--- src/rtl/axi_lite_rd_arbiter.sv ---
// axi_lite_rd_arbiter
//   Two-master to one-slave AXI4-Lite read-channel arbiter (AR + R only).
//   Master 0 is the instruction-fetch port and master 1 is the data (load) port.
//   Only one read is outstanding at a time. Each R beat is routed back to the
//   master that owns the current grant.
//
//   Optional build macro: ARB_ROUND_ROBIN_EN
//     When undefined, m1 has fixed priority over m0.
//     When defined, the two masters alternate under contention, tracked by a
//     1-bit last_grant register.
//
// Ports
//   clk, rst_n                : clock; asynchronous reset, active-high (1 = reset)
//   m0_*/m1_* AR              : araddr/arvalid in, arready out (combinational in IDLE)
//   m0_*/m1_* R               : rdata/rresp/rvalid out (combinational pass-through), rready in
//   s_araddr/s_arvalid        : registered slave AR request; s_arready in
//   s_rdata/s_rresp/s_rvalid  : slave R beat in; s_rready out (combinational)
//   busy                      : 1 whenever the FSM is not IDLE
//   grant_id                  : owner of the current or last transaction (0 = m0, 1 = m1)
module axi_lite_rd_arbiter #(
    parameter int unsigned ADDR_W = 32,
    parameter int unsigned DATA_W = 32
) (
    input  logic              clk,
    input  logic              rst_n,

    input  logic [ADDR_W-1:0] m0_araddr,
    input  logic              m0_arvalid,
    output logic              m0_arready,
    output logic [DATA_W-1:0] m0_rdata,
    output logic [1:0]        m0_rresp,
    output logic              m0_rvalid,
    input  logic              m0_rready,

    input  logic [ADDR_W-1:0] m1_araddr,
    input  logic              m1_arvalid,
    output logic              m1_arready,
    output logic [DATA_W-1:0] m1_rdata,
    output logic [1:0]        m1_rresp,
    output logic              m1_rvalid,
    input  logic              m1_rready,

    output logic [ADDR_W-1:0] s_araddr,
    output logic              s_arvalid,
    input  logic              s_arready,
    input  logic [DATA_W-1:0] s_rdata,
    input  logic [1:0]        s_rresp,
    input  logic              s_rvalid,
    output logic              s_rready,

    output logic              busy,
    output logic              grant_id
);

    typedef enum logic [1:0] {
        ST_IDLE = 2'd0,
        ST_ADDR = 2'd1,
        ST_DATA = 2'd2
    } state_t;

    state_t              r_state;
    state_t              w_next_state;
    logic [ADDR_W-1:0]   r_araddr;
    logic                r_grant;
    logic                w_any_req;
    logic                w_win_id;
    logic                w_accept;
    logic                w_rready;

    // A request is only considered while out of reset, so arready stays low during reset.
    assign w_any_req = (m0_arvalid | m1_arvalid) & ~rst_n;

`ifdef ARB_ROUND_ROBIN_EN
    logic r_last_grant;

    // Remember the most recent winner so contention alternates between masters.
    always_ff @(posedge clk or posedge rst_n) begin
        if (rst_n) begin
            r_last_grant <= 1'b0;
        end else if (w_accept) begin
            r_last_grant <= w_win_id;
        end
    end

    // Under contention pick the master that did not win last; a lone requester always wins.
    always_comb begin
        w_win_id = m1_arvalid;
        if (m0_arvalid && m1_arvalid) begin
            w_win_id = ~r_last_grant;
        end
    end
`else
    // Fixed priority: the data port (m1) wins whenever it requests.
    always_comb begin
        w_win_id = m1_arvalid;
    end
`endif

    // State register.
    always_ff @(posedge clk or posedge rst_n) begin
        if (rst_n) begin
            r_state <= ST_IDLE;
        end else begin
            r_state <= w_next_state;
        end
    end

    // Capture the winner's address and identity at the IDLE grant.
    always_ff @(posedge clk or posedge rst_n) begin
        if (rst_n) begin
            r_araddr <= '0;
            r_grant  <= 1'b0;
        end else if (w_accept) begin
            r_araddr <= w_win_id ? m1_araddr : m0_araddr;
            r_grant  <= w_win_id;
        end
    end

    // Next-state and combinational handshake/routing outputs.
    always_comb begin
        w_next_state = r_state;
        w_accept     = 1'b0;
        w_rready     = 1'b0;
        m0_arready   = 1'b0;
        m1_arready   = 1'b0;
        m0_rvalid    = 1'b0;
        m1_rvalid    = 1'b0;
        m0_rdata     = '0;
        m1_rdata     = '0;
        m0_rresp     = 2'b00;
        m1_rresp     = 2'b00;

        case (r_state)
            ST_IDLE: begin
                if (w_any_req) begin
                    w_accept     = 1'b1;
                    w_next_state = ST_ADDR;
                    if (w_win_id) begin
                        m1_arready = 1'b1;
                    end else begin
                        m0_arready = 1'b1;
                    end
                end
            end
            ST_ADDR: begin
                if (s_arready) begin
                    w_next_state = ST_DATA;
                end
            end
            ST_DATA: begin
                if (r_grant) begin
                    m1_rvalid = s_rvalid;
                    m1_rdata  = s_rdata;
                    m1_rresp  = s_rresp;
                    w_rready  = m1_rready;
                end else begin
                    m0_rvalid = s_rvalid;
                    m0_rdata  = s_rdata;
                    m0_rresp  = s_rresp;
                    w_rready  = m0_rready;
                end
                if (s_rvalid && w_rready) begin
                    w_next_state = ST_IDLE;
                end
            end
            default: begin
                w_next_state = ST_IDLE;
            end
        endcase
    end

    assign s_rready  = w_rready;
    assign s_araddr  = r_araddr;
    assign s_arvalid = (r_state == ST_ADDR);
    assign busy      = (r_state != ST_IDLE);
    assign grant_id  = r_grant;

endmodule

--- config.mk ---
export PLATFORM = sky130hd
export DESIGN_NAME = axi_lite_rd_arbiter
export DESIGN_NICKNAME = d
export VERILOG_FILES = /design/src/rtl/axi_lite_rd_arbiter.sv
export SDC_FILE = /design/constraint.sdc
export NUM_CORES = 1
export LEC_CHECK = 0
export CORE_ASPECT_RATIO = 1.5
export CORE_UTILIZATION = 34
export DETAILED_ROUTE_END_ITERATION = 10
export HOLD_SLACK_MARGIN = 0.1
export PLACE_DENSITY = 0.88
export SLEW_MARGIN = 25
export SYNTH_ARGS = -nofsm -noshare
export SYNTH_HDL_FRONTEND = slang
export SYNTH_SLANG_ARGS = --single-unit
export TNS_END_PERCENT = 20
--- constraint.sdc ---
create_clock -name clk -period 3.7 [get_ports clk]
set_clock_uncertainty 0.1 [all_clocks]
set_input_delay 0.74 -clock clk [delete_from_list [all_inputs] [get_ports clk]]
set_output_delay 0.74 -clock clk [all_outputs]
set_load 0.005 [all_outputs]
# Word-level counts from Yosys, hierarchy flattened
# Cells that the tools add are included.
dict set report totals {
  ff_bits 35
  output_inout_bits 108
  elab_cells 43
}
dict set report op_classes {
  eq_ne 5
  n_mux 28
  bitwise 3
  reduce_logical 4
}
# operator count
set op_table {}
lappend op_table {{$mux W32} 5}
lappend op_table {{$mux W1} 15}
lappend op_table {{$mux W2} 7}
lappend op_table {{$pmux W2 S3} 1}
lappend op_table {{$ne A2 B2 Y1 const B} 2}
lappend op_table {{$reduce_and A3 Y1} 1}
lappend op_table {{$eq A2 B1 Y1 const B} 1}
lappend op_table {{$eq A2 B2 Y1 const B} 1}
lappend op_table {{$logic_not A2 Y1} 1}
lappend op_table {{$ne A2 B1 Y1 const B} 1}
lappend op_table {{$reduce_bool A2 Y1} 1}
lappend op_table {{$and A1 B1 Y1} 1}
lappend op_table {{$logic_and A1 B1 Y1} 1}
lappend op_table {{$not A1 Y1} 1}
lappend op_table {{$or A1 B1 Y1} 1}

# Longest topological paths before layout
dict set report logic_depth {
  depth_word 5
  ltp_mapped 4
  ltp_nobuf 4
}

# Least setup slack after synthesis
# No wires, ideal clock.
dict set report synth_timing {
  kind {input port to output port}
  startpoint {input port m1_arvalid}
  endpoint {output port m0_arready}
  t_arrival_ns 1.241
  setup_slack_ns 1.619
  stages 4
  n_path_buf 2
  cell_sequence {buf_6 -> buf_6 -> o21ai_0 -> nor2_1}
}
dict set report synth_via {
  elab_chain_cells 4
  word_cells_on_any_way 5
  classes_between {mux: 3; bitwise: 2}
}
# element line
set synth_lines {}
lappend synth_lines {{start: declaration} 36} ;# input logic m1_arvalid,
lappend synth_lines {{$or A1 B1 Y1} 71} ;# assign w_any_req = (m0_arvalid | m1_arvalid) & ~rst_n;
lappend synth_lines {{$and A1 B1 Y1} 71}
lappend synth_lines {{$mux W1 (*)} 135} ;# if (w_any_req) begin
lappend synth_lines {{$mux W1 (*)} 133} ;# case (r_state)
lappend synth_lines {{end: declaration} 29} ;# output logic m0_arready,
# Mark *: on every way between the ends. The rest lies on a longest branch, timed or not.

# Worst setup path in the final report
dict set report layout_timing {
  startpoint {register r_state[0]}
  endpoint {output port m1_rdata[20]}
}
dict set report layout_via {
  elab_chain_cells 2
}
# element line
set layout_lines {}
lappend layout_lines {{start: declaration} 61} ;# state_t r_state;
lappend layout_lines {{start signal: assignment} 104} ;# r_state <= w_next_state;
lappend layout_lines {{$eq A2 B2 Y1} 133}
lappend layout_lines {{$mux W32} 133}
lappend layout_lines {{end: declaration} 38} ;# output logic [DATA_W-1:0] m1_rdata,
# Every way passes these cells.

==> results.json <==
{
  "root_buffer": "clkbuf_8",
  "htreeDepth": 2,
  "groute.layer.met2.usage_pct": 42.2,
  "synth_area_leaders": "dfrtp_1 36%, mux2_4 19%, and2_1 18%",
  "dieArea_sq_um": 7440,
  "ctsResizeCount": 0,
  "chipWidth_um": 70.8,
  "fillers": 529,
  "top_usage_layer": "met2",
  "routedWlPerCell_um": 17.8,
  "nets": 520,
  "crit_path_start_kind": "flop",
  "grt-ovfl-total": 0,
  "finalNonFillerCells": 493,
  "synth.distinct_cells": 18,
  "cts_setup_buffers": 0,
  "cp-end-kind": "output pin",
  "fp.coreArea_sq_um": 6850,
  "violations": "DRC",
  "slowest_stage": "clkdlybuf4s50_1",
  "arrival_ns": 2.31,
  "cp_max_fo": 28,
  "ys_seq_elements": 35,
  "antenna_found_initial": 2,
  "worstPathRequired_ns": 2.86,
  "max_freq_mhz": 318,
  "grt_util_met1_pct": 25.7,
  "cts.clk_slew.worst_paths_ns": 0.08,
  "critical_path_buf_inv_count": 2,
  "fin_crit_sh_pct": 85.1,
  "hold_path_class": "reg2reg",
  "period_minus_slack_ns": 3.15,
  "drv_cap": 0,
  "powerDensity_nw_per_um2": 539,
  "ir_drop_mv": 0.473,
  "crit_path_max_incr_delay_ns": 0.51,
  "yosysSeqAreaShare_pct": 36.3,
  "floorplan.rows": 37,
  "yosysWarnings": 0,
  "grt_setup_unrepaired": "no",
  "gp_congestion": 0.826,
  "area_delta_synth_final_pct": 93.8,
  "grt_pass1_wl_mm": 13.3,
  "syn-num-nets": 309,
  "slew_headroom_pct": 49.0,
  "met3_usage_pct": 11.5,
  "drt_iter0_markers": 88,
  "ant_nets": 0,
  "io_pins": 214,
  "crit_chain": "nand2b_1, nor2_2, buf_4, and2_1, clkdlybuf4s50_1",
  "fin_ws_ns": 0.552,
  "setup_viol": 0,
  "grt_util_all_layers_pct": 24.2,
  "dp.cells": 485,
  "tightest_slew_ns": 0.765,
  "initial_core_util_pct": 35.2,
  "drv_slew": 0,
  "diodes": 0,
  "clock_sinks": 35,
  "p_leak_nw": 1.92,
  "drt-pass1-iter-count": 7,
  "grt_pass1_vias": 2483,
  "vias": 2330,
  "yosysTopAreaCell": "dfrtp_1",
  "via_per_inst": 4.73,
  "final_layout_size_suffix_gt1_share_pct": 20.0,
  "critPathTopFamily": "buffers and inverters",
  "synth_top_area_share_pct": 36.3,
  "syn_area_sq_um": 2410,
  "hold_violations": 0,
  "criticalPathCategory": "reg2out",
  "status": "complete, but fails checks",
  "post-place-ws_ns": 0.727,
  "clockBufferDepth": 2,
  "total_power_mw": 2.52,
  "worstSkewPairLatency_ns": 0.28,
  "cts_tree": "built",
  "port-buffer-count": 213,
  "route.detailed.drc": 38,
  "ctsHoldBuffers": 0,
  "tritoncts.num_buffers": 5,
  "dieHeight_um": 105,
  "netlist_instances": 203,
  "wl_mm": 8.77,
  "syn_avg_cell_area_sq_um": 11.9,
  "tns_ns": 0,
  "dp_hpwl_mm": 7.21,
  "grt_max_degree": 33
}
==> metrics by stage <==
step	utilization, %	area (sq um)	hold slack [ns]
3_3_place_gp	66.2	4540	0.392
4_1_cts	68.2	4670	0.415
5_1_grt	68.2	4670	0.431
6_report	68.2	4670	0.417
3_5_place_dp	66.2	4540	0.394
2_1_floorplan	-	2410	0.405
==> layout by cell type, fill, tap and decap left out, types with 2 or more instances in the layout <==
| cell type | instances |
|---|---|
| clkdlybuf4s50_1 | 212 |
| and2_1 | 71 |
| dfrtp_1 | 35 |
| mux2_2 | 34 |
| mux2_4 | 30 |
| clkbuf_8 | 5 |
| buf_4 | 4 |
| o21ai_0 | 3 |
| inv_1 | 3 |
| nand2b_1 | 2 |
| or2_2 | 2 |
| nor2_2 | 2 |
| nor2_1 | 2 |
| bufinv_16 | 2 |
==> Yosys cell counts <==
library cell / count
mux2_2: 34
inv_1: 3
mux2_4: 30
or2_2: 2
buf_12: 3
o21a_4: 1
and2_1: 71
mux2i_1: 1
dfrtp_1: 35
nand2_1: 1
a21oi_1: 1
o21ai_0: 3
nor2_1: 4
clkbuf_2: 6
nand2b_1: 2
buf_6: 4
nor2b_1: 1
nor3_4: 1
==> sequential cells by signal, summed over array words and instances (netlist names) <==
name      count
grant_id      1
s_araddr     32
r_state       2
==> logic make-up after synthesis <==
family	synth area share [%]
buf+inv	6.07
simple gates	21.2
compound gates	1.45
flops	36.3
mux	35.0
==> layout make-up <==
class | instances | area (sq um) | share of cell area [%]
well taps | 78 | 97.6 | 2.09
multi-input cells | 152 | 1390 | 29.8
inverters | 3 | 11.3 | 0.241
clock buffers | 5 | 68.8 | 1.47
flip-flops and latches | 35 | 876 | 18.7
repair buffers | 217 | 2160 | 46.2
clock inverters | 3 | 67.6 | 1.45
==> where the power goes <==
part / total, mW / switching (mW) / internal (mW)
combinational: 1.39 / 0.427 / 0.967
sequential: 0.706 / 0.129 / 0.577
clock: 0.421 / 0.152 / 0.269
total: 2.52 / 0.707 / 1.81
==> metal layers <==
layer  vias to the layer above  share of wire, %
met5                         -              0.27
met1                      1066                35
met2                       157                49
met4                         4               1.4
li1                       1089                 -
met3                        14                14
==> worst register-to-register path, delay by kind of cell, from the launching register on <==
| kind | cells | cell delay, ns |
|---|---|---|
| mux | 1 | 0.43 |
| simple gates | 1 | 0.25 |
| compound gates | 1 | 0.57 |
| flops | 1 | 0.43 |
==> worst paths after layout <==
kind	from	end	slack (ns)	cells past startpoint
worst min-delay path	s_araddr[16]$_DFFE_PP0P_	s_araddr[16]$_DFFE_PP0P_	0.42	1
worst max-delay path	r_state[0]$_DFFE_PP0P_	m1_rdata[20]	0.55	5
worst max register to register	r_state[0]$_DFFE_PP0P_	s_araddr[13]$_DFFE_PP0P_	1.80	3
worst min register to register	s_araddr[16]$_DFFE_PP0P_	s_araddr[16]$_DFFE_PP0P_	0.42	1
min in group asynchronous	rst_n	s_araddr[24]$_DFFE_PP0P_	0.87	2
max in group asynchronous	rst_n	s_araddr[1]$_DFFE_PP0P_	1.91	3
(Power assumes the default switching activity.)
